**config.mk**
```make
export PLATFORM = sky130hd
export DESIGN_NAME = siso_shift_scheduler
export DESIGN_NICKNAME = d
export VERILOG_FILES = /design/src/rtl/siso_sched_pkg.sv /design/src/rtl/siso_shift_scheduler_rr_arbiter.sv /design/src/rtl/siso_shift_scheduler.sv
export SDC_FILE = /design/constraint.sdc
export NUM_CORES = 1
export LEC_CHECK = 0
export CELL_PAD_IN_SITES_DETAIL_PLACEMENT = 2
export CELL_PAD_IN_SITES_GLOBAL_PLACEMENT = 2
export CORE_MARGIN = 1.5
export CORE_UTILIZATION = 24
export DETAILED_ROUTE_END_ITERATION = 6
export GPL_ROUTABILITY_DRIVEN = 0
export PLACE_DENSITY = 0.85
export SYNTH_ARGS = -nofsm -noshare
export SYNTH_HDL_FRONTEND = slang
export SYNTH_HIERARCHICAL = 1
export SYNTH_SLANG_ARGS = --single-unit
```
**constraint.sdc**
```tcl
create_clock -name clk -period 1.64 [get_ports clk]
set_input_delay 0.328 -clock clk [delete_from_list [all_inputs] [get_ports clk]]
set_output_delay 0.328 -clock clk [all_outputs]
set_load 0.01 [all_outputs]
```
**src/rtl/siso_sched_pkg.sv**
```systemverilog
// siso_sched_pkg
//   Shared types and constant functions for the SISO shift scheduler.
//   - state_e     : scheduler FSM state encoding (IDLE, SHIFT)
//   - frame_len   : bits per serial frame for a given data width
//   - cnt_width   : width of the in-frame bit counter
//   - src_width   : width of a requester index (minimum 1 bit)
//   Configuration macro: SISO_SCHED_PARITY_EN appends an even-parity bit to
//   every frame, which makes a frame one bit longer than the data word.
package siso_sched_pkg;

  typedef enum logic [0:0] {
    ST_IDLE  = 1'b0,
    ST_SHIFT = 1'b1
  } state_e;

  function automatic int frame_len(input int size);
`ifdef SISO_SCHED_PARITY_EN
    return size + 1;
`else
    return size;
`endif
  endfunction

  function automatic int cnt_width(input int size);
    int fl;
    fl = frame_len(size);
    return (fl <= 1) ? 1 : $clog2(fl);
  endfunction

  function automatic int src_width(input int n);
    return (n <= 1) ? 1 : $clog2(n);
  endfunction

endpackage

```
**src/rtl/siso_shift_scheduler_rr_arbiter.sv**
```systemverilog
// rr_arbiter
//   Combinational round-robin arbiter. Searches req_i starting at index ptr_i
//   and wrapping modulo N; the first asserted request wins.
//   Ports:
//     req_i      in  N   request vector
//     ptr_i      in  W   highest-priority index for this evaluation
//     gnt_o      out N   one-hot grant (all zero when no request)
//     gnt_idx_o  out W   binary index of the granted requester
//     any_o      out 1   at least one request present
module rr_arbiter
  import siso_sched_pkg::*;
#(
  parameter int N = 2,
  parameter int W = src_width(N)
) (
  input  logic [N-1:0] req_i,
  input  logic [W-1:0] ptr_i,
  output logic [N-1:0] gnt_o,
  output logic [W-1:0] gnt_idx_o,
  output logic         any_o
);

  // Rotating priority search: first requester at or after ptr_i, wrapping.
  always_comb begin : arb_search
    logic         found;
    logic [W-1:0] idx;
    int           j;
    found     = 1'b0;
    idx       = '0;
    j         = 0;
    gnt_o     = '0;
    gnt_idx_o = '0;
    for (int k = 0; k < N; k++) begin
      j   = (int'(ptr_i) + k) % N;
      idx = W'(j);
      if (!found && req_i[idx]) begin
        found      = 1'b1;
        gnt_o[idx] = 1'b1;
        gnt_idx_o  = idx;
      end else begin
        found = found;
      end
    end
    any_o = found;
  end

endmodule

```
**src/rtl/siso_shift_scheduler.sv**
```systemverilog
// siso_shift_scheduler
//   Shares one SIZE-bit serial shift chain between NUM_REQ parallel-word
//   requesters. A round-robin grant loads the chosen word, which is then
//   shifted out LSB first with valid/ready handshaking, first/last strobes
//   and the source index of the frame. Back-to-back frames run without a
//   bubble when a new request is waiting at the last-bit handshake.
//   Configuration macro: SISO_SCHED_PARITY_EN (adds an even-parity bit as
//   the final bit of each frame).
//   Ports:
//     clk        in   1              clock (posedge)
//     rst        in   1              synchronous active-high reset
//     req_valid  in   NUM_REQ        requester i holds a word
//     req_data   in   NUM_REQ x SIZE word of each requester
//     req_ready  out  NUM_REQ        one-hot accept strobe (or zero)
//     ser_out    out  1              serial bit
//     ser_valid  out  1              ser_out valid
//     ser_ready  in   1              consumer takes the bit
//     ser_first  out  1              first bit of frame
//     ser_last   out  1              last bit of frame
//     ser_src    out  SRC_W          source index of current frame
//     busy       out  1              frame in progress
module siso_shift_scheduler
  import siso_sched_pkg::*;
#(
  parameter int SIZE    = 4,
  parameter int NUM_REQ = 2
) (
  input  logic                          clk,
  input  logic                          rst,
  input  logic [NUM_REQ-1:0]            req_valid,
  input  logic [SIZE-1:0]               req_data [NUM_REQ],
  output logic [NUM_REQ-1:0]            req_ready,
  output logic                          ser_out,
  output logic                          ser_valid,
  input  logic                          ser_ready,
  output logic                          ser_first,
  output logic                          ser_last,
  output logic [src_width(NUM_REQ)-1:0] ser_src,
  output logic                          busy
);

  localparam int FRAME_LEN = frame_len(SIZE);
  localparam int CNT_W     = cnt_width(SIZE);
  localparam int SRC_W     = src_width(NUM_REQ);

  localparam logic [CNT_W-1:0] LAST_CNT = CNT_W'(FRAME_LEN - 1);
  localparam logic [SRC_W-1:0] LAST_SRC = SRC_W'(NUM_REQ - 1);

  localparam logic [0:0] S_IDLE  = 1'(ST_IDLE);
  localparam logic [0:0] S_SHIFT = 1'(ST_SHIFT);

  logic [0:0]       state_q, state_d;
  logic [SIZE-1:0]  shreg_q, shreg_d;
  logic [CNT_W-1:0] cnt_q,   cnt_d;
  logic [SRC_W-1:0] rr_q,    rr_d;
  logic [SRC_W-1:0] src_q,   src_d;
`ifdef SISO_SCHED_PARITY_EN
  logic             par_q,   par_d;
`endif

  logic [NUM_REQ-1:0] gnt_s;
  logic [SRC_W-1:0]   gnt_idx_s;
  logic               any_s;
  logic               in_shift_s;
  logic               last_hs_s;
  logic               grant_win_s;
  logic               accept_s;
  logic [SRC_W-1:0]   next_ptr_s;

`ifdef SISO_SCHED_PARITY_EN
  function automatic logic even_parity(input logic [SIZE-1:0] d);
    return ^d;
  endfunction
`endif

  rr_arbiter #(
    .N (NUM_REQ),
    .W (SRC_W)
  ) u_arb (
    .req_i     (req_valid),
    .ptr_i     (rr_q),
    .gnt_o     (gnt_s),
    .gnt_idx_o (gnt_idx_s),
    .any_o     (any_s)
  );

  // Grant window: idle, or the cycle the last bit of a frame is handed off.
  always_comb begin
    in_shift_s  = (state_q == S_SHIFT);
    last_hs_s   = in_shift_s && ser_ready && (cnt_q == LAST_CNT);
    grant_win_s = (state_q == S_IDLE) || last_hs_s;
    accept_s    = grant_win_s && any_s;
  end

  // Round-robin pointer moves to the requester after the one just granted.
  always_comb begin
    if (gnt_idx_s == LAST_SRC) begin
      next_ptr_s = '0;
    end else begin
      next_ptr_s = gnt_idx_s + SRC_W'(1'b1);
    end
  end

  // FSM next state, shift register, bit counter and pointer updates.
  always_comb begin
    state_d = state_q;
    shreg_d = shreg_q;
    cnt_d   = cnt_q;
    rr_d    = rr_q;
    src_d   = src_q;
`ifdef SISO_SCHED_PARITY_EN
    par_d   = par_q;
`endif
    if (accept_s) begin
      // Load covers both the idle grant and the zero-bubble frame chaining.
      state_d = S_SHIFT;
      shreg_d = req_data[gnt_idx_s];
      cnt_d   = '0;
      rr_d    = next_ptr_s;
      src_d   = gnt_idx_s;
`ifdef SISO_SCHED_PARITY_EN
      par_d   = even_parity(req_data[gnt_idx_s]);
`endif
    end else begin
      case (state_q)
        S_IDLE: begin
          state_d = S_IDLE;
        end
        S_SHIFT: begin
          if (ser_ready) begin
            if (cnt_q == LAST_CNT) begin
              state_d = S_IDLE;
              shreg_d = '0;
              cnt_d   = '0;
            end else begin
              shreg_d = shreg_q >> 1;
              cnt_d   = cnt_q + CNT_W'(1'b1);
            end
          end else begin
            state_d = S_SHIFT;
          end
        end
        default: begin
          state_d = S_IDLE;
          shreg_d = '0;
          cnt_d   = '0;
        end
      endcase
    end
  end

  // State registers with synchronous reset.
  always_ff @(posedge clk) begin
    if (rst) begin
      state_q <= S_IDLE;
      shreg_q <= '0;
      cnt_q   <= '0;
      rr_q    <= '0;
      src_q   <= '0;
`ifdef SISO_SCHED_PARITY_EN
      par_q   <= 1'b0;
`endif
    end else begin
      state_q <= state_d;
      shreg_q <= shreg_d;
      cnt_q   <= cnt_d;
      rr_q    <= rr_d;
      src_q   <= src_d;
`ifdef SISO_SCHED_PARITY_EN
      par_q   <= par_d;
`endif
    end
  end

  // Output decode; every serial output reads zero outside a frame.
  always_comb begin
    req_ready = grant_win_s ? gnt_s : '0;
    ser_valid = in_shift_s;
    busy      = in_shift_s;
    ser_first = in_shift_s && (cnt_q == '0);
    ser_last  = in_shift_s && (cnt_q == LAST_CNT);
    ser_src   = in_shift_s ? src_q : '0;
    if (!in_shift_s) begin
      ser_out = 1'b0;
`ifdef SISO_SCHED_PARITY_EN
    end else if (cnt_q == LAST_CNT) begin
      // Parity occupies the slot after the SIZE data bits.
      ser_out = par_q;
`endif
    end else begin
      ser_out = shreg_q[0];
    end
  end

endmodule

```
### Word level (Yosys, flattened, before mapping)

Index checks and enable logic that the tools add are counted.

| cells by class | value |
|---|---|
| bitwise gates (word level) | 3 |
| $mul | 0 |
| reductions and logical operators | 16 |
| mux-type cells | 30 |
| $lt $le $gt $ge | 5 |
| $add $sub $neg | 3 |
| equal/unequal tests | 1 |
| shifts and indexed selects | 0 |
| divide/modulo/power cells | 0 |

Operators by type and width:

| kind | count |
|---|---|
| $mux W4 | 6 |
| $mux W1 | 16 |
| $logic_and A1 B1 Y1 | 8 |
| $mux W2 | 4 |
| $lt A1 B2 Y1 const B | 2 |
| $reduce_and A2 Y1 | 2 |
| $reduce_bool A2 Y1 | 2 |
| $mux W3 | 1 |
| $add A1 B1 Y1 const B | 2 |
| $add A2 B1 Y2 const B | 1 |
| $demux W1 S1 | 2 |
| $eq A2 B2 Y1 const B | 1 |
| $ge A1 B1 Y1 const B | 2 |
| $ge A2 B2 Y1 const B | 1 |
| $logic_not A2 Y1 | 1 |
| $not A1 Y2 | 1 |
| $or A2 B2 Y2 | 1 |
| $pmux W1 S2 | 1 |
| $reduce_or A2 Y1 | 1 |
| $logic_not A1 Y1 | 1 |
| $logic_or A1 B1 Y1 | 1 |
| $not A1 Y1 | 1 |

| word-level totals | value |
|---|---|
| input port bits | 13 |
| memories kept | 0 |
| output and inout bits | 8 |
| bits in registers | 9 |
| memory bits (writable) | 0 |
| logic and storage cells | 63 |
| ROM bits | 0 |
| latch bits | 0 |

### Logic depth before layout (Yosys ltp)

Gate-level depths: netlist of run 1.

| depth | value |
|---|---|
| depth in word-level cells | 11 |
| mapped depth | 5 |
| mapped depth without buffers | 4 |

### Hierarchy

The synthesis of run 1 kept the hierarchy.

Modules (own cells, without submodules):

| module | cells each | sequential area each (um2) | instances | area each (um2) |
|---|---|---|---|---|
| siso_shift_scheduler | 58 | 180.2 | 1 | 531.8 |
| rr_arbiter | 5 | 0.0 | 1 | 32.5 |

### Worst setup path before layout of run 1

Ideal clock, no wire load.

| path | value |
|---|---|
| path type | register to output |
| start | register cnt_q[0] |
| end | output req_ready[0] |
| buffers on the path | 0 |
| required time | 1.312 ns |
| setup slack | 0.310 ns |
| stages on the path, launching flop included | 4 |
| data arrival time | 1.002 ns |
| cells stage by stage | dfxtp_1 > ha_1 > a21bo_4 > and2_2 |

| between the ends | value |
|---|---|
| longest elaborated chain between the ends | 4 |

RTL lines:

| element | RTL line | RTL |
|---|---|---|
| from (decl) | siso_shift_scheduler.sv:54 | `logic [CNT_W-1:0] cnt_q, cnt_d;` |
| from (signal assigned) | siso_shift_scheduler.sv:166 | `cnt_q <= cnt_d;` |
| $eq A2 B2 Y1 | siso_shift_scheduler.sv:90 | `last_hs_s = in_shift_s && ser_ready && (cnt_q == LAST_CNT);` |
| $logic_and A1 B1 Y1 | siso_shift_scheduler.sv:90 |  |
| $logic_or A1 B1 Y1 | siso_shift_scheduler.sv:91 | `grant_win_s = (state_q == S_IDLE) \|\| last_hs_s;` |
| $mux W2 | siso_shift_scheduler.sv:177 | `req_ready = grant_win_s ? gnt_s : '0;` |
| to (decl) | siso_shift_scheduler.sv:32 | `output logic [NUM_REQ-1:0] req_ready,` |

Every way passes these cells.

### Worst setup path in the final report of run 1

| path | value |
|---|---|
| start | input req_valid[0] |
| end | output req_ready[0] |

| between the ends | value |
|---|---|
| longest elaborated chain between the ends | 7 |
| elaborated cells on any way between the ends | 11 |
| classes of those cells | 8 x mux; 1 x bitwise; 2 x reduce/logical |

RTL lines:

| element | RTL line | RTL |
|---|---|---|
| from (decl) | siso_shift_scheduler.sv:30 | `input logic [NUM_REQ-1:0] req_valid,` |
| $mux W1 (implied by the code) (2 in a row) | siso_shift_scheduler_rr_arbiter.sv:36 | `if (!found && req_i[idx]) begin` |
| $mux W1 | siso_shift_scheduler_rr_arbiter.sv:36 |  |
| $logic_not A1 Y1 | siso_shift_scheduler_rr_arbiter.sv:36 |  |
| $logic_and A1 B1 Y1 | siso_shift_scheduler_rr_arbiter.sv:36 |  |
| $mux W2 * | siso_shift_scheduler_rr_arbiter.sv:36 |  |
| named net gnt_s[0] | siso_shift_scheduler.sv:61 | `logic [NUM_REQ-1:0] gnt_s;` |
| $mux W2 * | siso_shift_scheduler.sv:177 |  |

The timed path passes the listed nets; every way through them passes the cells marked *. The select of a mux whose other input is x is not followed.

==> results of run 1 <==
-- where the power goes --
part           leakage, µW  switching, µW  internal [µW]
Sequential       0.0000753           11.3            236
Clock            0.0000150            102           94.4
Combinational     0.000372           77.9            109
-- worst paths after layout --
check	start	slack, ns	cells past startpoint	endpoint
max reg2reg	cnt_q[0]	0.29	6	cnt_q[0]
max	req_valid[0]	0.005	4	req_ready[0]
min	shreg_q[3]	0.48	2	shreg_q[3]
min reg2reg	shreg_q[3]	0.48	2	shreg_q[3]
-- repair_timing --
item	4_1_cts	5_1_grt
resized for setup	28	6
pin swaps	1	1
setup endpoints to repair	8	5
setup buffers	1	1
hold buffers	0	0
hold endpoints to repair	0	0
-- metal layers --
| metal | up-vias | wire, µm |
|---|---|---|
| met5 | - | 0 |
| met4 | 0 | 39 |
| met3 | 4 | 68 |
| met2 | 20 | 1110 |
| met1 | 283 | 668 |
| li1 | 291 | - |
-- registers in the layout, indices dropped and copies added, names as in the netlist --
name and flops:
rr_q 1, cnt_q 2, src_q 1, busy 1, shreg_q 4
-- cells by family after synthesis --
| group | count (synthesis) |
|---|---|
| buffers and inverters | 11 |
| multiplexers | 6 |
| flip-flops | 9 |
| AO/OA/AOI/OAI | 14 |
| adder cells (fa/ha/maj) | 3 |
| AND/OR/NAND/NOR | 20 |
-- cells in the final DEF (no fill, tap or decap), types with 2 or more instances in the layout --
master           netlist  final
ha_1                   3      2
nand2_1                5      5
nand3_2                2      2
buf_6                  0      3
mux2i_1                6      6
nor2_1                 3      3
dlymetal6s2s_1         0      2
a21boi_2               1      2
dlygate4sd2_1          0      3
clkdlybuf4s50_1        0     11
clkbuf_4               0      3
nor3_1                 2      2
inv_1                  9      9
and2_2                 6      4
dfxtp_2                0      3
o221ai_1               3      3
and2_4                 0      2
buf_4                  1     15
buf_2                  0      2
dfxtp_1                9      6
-- worst reg2reg max path, stage by stage, from the launching register on --
cell and delay (ns):
dfxtp_2 0.34, ha_4 0.16, buf_4 0.12, buf_4 0.13, a21boi_2 0.15, nor2_1 0.09, nor3_1 0.25
-- final cells by class --
cell class	instances	area, µm²
repair buffers	36	318
multi-input cells	43	358
clock buffers	4	26.3
fillers	259	1260
well taps	28	35.0
inverters	9	33.8
flip-flops and latches	9	184
-- per-stage QoR --
| step | instances | total power, µW | utilization [%] | worst slack, ns |
|---|---|---|---|---|
| floorplan | 63 | 330 | - | 0.310 |
| global placement | 123 | 422 | 40.4 | -0.340 |
| detailed placement | 123 | 432 | 40.4 | -0.453 |
| CTS | 128 | 628 | 42.3 | -0.00323 |
| global route | 129 | 668 | 43.2 | -0.0430 |
| finish | 129 | 631 | 43.2 | 0.00498 |
==> flow_summary.toml, run 1 <==
[grt]
track_usage_pct = 15.6
grt_pass1_vias = 665
grtUsageMet1_pct = 14.6
overflow = 0
grt_max_degree = 12
antenna_found_initial = 0
busiest_layer = "met2"
grt_pass1_wl_um = 2950
met3_usage_pct = 3.45
grt_use_met2_pct = 31.6

[timing]
finalHoldViolCount = 0
rsz0062_at_grt = "yes"
maxClockFrequency_mhz = 612
timing.hold.ws_ns = 0.481
finalClockSkew_ns = 0.00480
tns_ns = 0
setup_viol = 0
finalCritPeriodShare_pct = 99.7
slew_headroom_pct = 83.0
drv_slew = 0
layout_min_cycle_time_ns = 1.64
worst_pin_slew_ns = 0.252

[synthesis]
synth-xor-area-share_pct = 0
synth_top_family_by_area = "simple AND/OR/NAND/NOR gates"
synth_edf_count = 0
yosysTopAreaCell = "dfxtp_1"
yosys.area_share.simple_pct = 22.0
ys_ff_latch = 9
yosysUniqueCellTypes = 23
async_flop_share_pct = 0
yosys_warnings = 6
seq_area_frac_synth_pct = 31.9
syn_area_per_cell_um2 = 8.96
netlist_instances = 63
muxShareOfSynthArea_pct = 10.6
synth.area.top_cells = "dfxtp_1, mux2i_1, and2_2, ha_1, inv_1"
synth_compound_area_share_pct = 20.8
synth_common_cells = "dfxtp_1, inv_1, and2_2, mux2i_1, nand2_1"
synth_nets = 79
synth_top_area_share_pct = 31.9
synth_ff_type = "dfxtp_1"
netlist_area_um2 = 564
yosys.area_share.adder_pct = 6.65

[worst_hold_path]
hold_path_class = "reg2reg"

[place]
io_buffers = 20
place_area_um2 = 893
hpwl_um = 1410

[cts]
clk_pin_slew_ns = 0.07
cts_num_sinks = 9
cts_root_buf = "clkbuf_4"
clk_latency_ns = 0.28
cts_tree = "done"
clockBufferDepth = 2
cts_buffers = 3
h-tree-depth = 1

[floorplan]
num_io_pins = 21
initial_core_util_pct = 25.5
die-area_um2 = 2650
die_h_um = 51.5
die_x_um = 51.5
num_rows = 17
core_um2 = 2210

[drt]
drtPass1Iterations = 1
drt_drc_violations_left = 0
final_antenna_net_count = 0
avgViaCountPerCell = 4.64
wirelength_um = 1880
wl_per_cell_um = 14.6
drt_iter0_drc = 0
vias = 598

[worst_setup_path]
cpPeakStageDelay_ns = 0.53
cp-start-kind = "primary input"
crit_type = "in2out"
cp-end-kind = "output pin"
cp_slowest_cell = "clkdlybuf4s50_1"
crit_chain = "clkdlybuf4s50_1 > a21boi_1 > and2_4 > buf_6"
path_delay_family = "buffers and inverters"
path_max_fanout = 4
cp_data_arrival_time_ns = 1.31
crit_buf_inv = 2
cp.required_ns = 1.31

[flow_run]
drv_cap = 0

[power]
pwr_density_cell_nw_per_um2 = 661
power_leakage_uw = 0.000462
vdd_drop_max_v = 0.000322

[finish]
nets = 118
post-route-cell-area_um2 = 955
area_delta_synth_final_pct = 69.2
diodes = 0
drive_gt1_share_pct = 38.6

[run_status]
status = "finished clean"
(Power assumes the default switching activity.)
==> inputs of run 2 (changes only) <==
--- a/config.mk
+++ b/config.mk
@@ -11,2 +11,3 @@
 export CORE_UTILIZATION = 24
+export CTS_CLUSTER_SIZE = 10
 export DETAILED_ROUTE_END_ITERATION = 6
==> constraint.sdc (replaced) <==
create_clock -name clk -period 1.87 [get_ports clk]
set_input_delay 0.374 -clock clk [delete_from_list [all_inputs] [get_ports clk]]
set_output_delay 0.374 -clock clk [all_outputs]
set_load 0.1 [all_outputs]
==> flow_summary.toml, run 2 (same netlist as run 1, synthesis figures left out) <==
[grt]
grt_pass1_wl_um = 2640
overflow = 0
grt_pass1_vias = 614
grt_max_degree = 13
antenna_found_initial = 0
track_usage_pct = 13.5

[floorplan]
initial_core_util_pct = 25.5
core_um2 = 2210
die-area_um2 = 2650
num_rows = 17
num_io_pins = 21
die_x_um = 51.5
die_h_um = 51.5

[cts]
h-tree-depth = 1
clk_latency_ns = 0.26
cts_buffers = 3
cts_setup_buffers = 0
clk_pin_slew_ns = 0.06
cts_root_buf = "clkbuf_4"
clockBufferDepth = 2
cts_num_sinks = 9
cts_tree = "done"

[drt]
wl_per_cell_um = 13.6
vias = 540
drt_drc_violations_left = 0
wirelength_um = 1590
drt_iter0_drc = 2
final_antenna_net_count = 0
avgViaCountPerCell = 4.62
drtPass1Iterations = 4

[worst_setup_path]
cpPeakStageDelay_ns = 0.51
cp_data_arrival_time_ns = 1.47
crit_buf_inv = 2
reg2reg_slack_ns = 0.57
cp-start-kind = "primary input"
path_delay_family = "buffers and inverters"
ff2ff_path_depth = 5
timing.rr.start = "cnt_q[0]"
cp-end-kind = "output pin"
cp.required_ns = 1.50
crit_chain = "clkdlybuf4s50_1 > a21boi_0 > and2_2 > buf_12"
path_max_fanout = 4
cp_slowest_cell = "clkdlybuf4s50_1"
timing.critical_path.from = "req_valid[0]"
crit_type = "in2out"
timing.rr.end = "shreg_q[1]"

[timing]
slew_headroom_pct = 73.9
finalCritPeriodShare_pct = 98.5
rsz0062_at_grt = "yes"
maxClockFrequency_mhz = 543
setup_viol = 0
drv_slew = 0
layout_min_cycle_time_ns = 1.84
worst_pin_slew_ns = 0.390
finalClockSkew_ns = 0.000334
tns_ns = 0
finalHoldViolCount = 0

[finish]
post-route-util_pct = 42.0
largest_reg_flops = 4
mostFrequentLayoutCell = "clkdlybuf4s50_1"
fin_cells = 117
mostFrequentLayoutCells = "clkdlybuf4s50_1, inv_1, buf_12"
reg_top3 = "shreg_q: 4 flops, cnt_q: 2 flops"
nets = 106
drive_gt1_share_pct = 32.6
area_delta_synth_final_pct = 64.7
largest-register = "shreg_q"
diodes = 0

[run_status]
status = "finished clean"

[power]
vdd_drop_max_v = 0.000262
pwr_density_cell_nw_per_um2 = 675
power_leakage_uw = 0.000394

[worst_hold_path]
worstHoldEndpoint = "src_q"
whs_path_depth = 2
min-delay-start = "src_q"
hold_path_class = "reg2reg"

[place]
hpwl_um = 1290
place_inst = 113
io_buffers = 20

[flow_run]
drv_cap = 0
-- run 2: cell types whose count changed in the layout (fill, tap and decap cells not counted), sizes merged --
| cell | before | now |
|---|---|---|
| buf | 20 | 12 |
| dlygate4sd2 | 3 | 0 |
| dlymetal6s2s | 2 | 0 |
| clkdlybuf4s50 | 11 | 12 |
-- run 2: where the power goes --
part / total [µW] / switching (µW) / leakage, µW / internal [µW]
logic: 248 / 140 / 0.000304 / 107
clock network: 157 / 74.9 / 0.0000150 / 82.5
registers: 223 / 15.3 / 0.0000748 / 208
-- run 2: timing repair --
item,in CTS,in global routing
endpoints found under the setup margin,2,2
resized for setup,2,1
hold endpoints to repair,0,0
hold buffers,0,0
-- run 2: per-stage QoR --
stage / setup WS (ns) / total power (µW) / instance area [µm²] / hold slack, ns
global route: -0.0199 / 667 / 930 / 0.510
global placement: 0.0872 / 469 / 900 / 0.445
CTS: 0.0174 / 636 / 928 / 0.484
detailed placement: 0.0457 / 476 / 900 / 0.464
floorplan: 0.108 / 371 / 566 / 0.433
finish: 0.0279 / 628 / 930 / 0.481
-- run 2: worst max path at each step --
| stage | cells past startpoint | slack, ns | endpoint |
|---|---|---|---|
| CTS | 4 | 0.02 | req_ready[0] |
| global route | 4 | -0.02 | req_ready[1] |
| floorplan | 2 | 0.11 | req_ready[0] |
| global placement | 4 | 0.09 | req_ready[0] |
| detailed placement | 4 | 0.05 | req_ready[1] |
| finish | 4 | 0.03 | req_ready[0] |
-- run 2: worst register-to-register path, cell delays in order, from the launching register on --
cell      delay, ns
dfxtp_2        0.35
ha_2           0.21
a21bo_4        0.22
buf_4          0.14
nand3_2        0.11
o221ai_1       0.14
-- run 2: cell type report --
cell class	count	area [µm²]
fill	251	1280
inverter	9	33.8
clock buffer	4	26.3
timing repair buffer	24	310
sequential	9	183
multi-input combinational	43	342
tap	28	35.0
-- run 2: per-layer routing --
metal | up-vias | routed length, µm | GRT usage [%]
met5 | - | 0 | 0
met4 | 0 | 13 | 5.26
met3 | 2 | 63 | 2.59
met2 | 17 | 881 | 26.5
met1 | 254 | 633 | 13.9
li1 | 267 | - | -
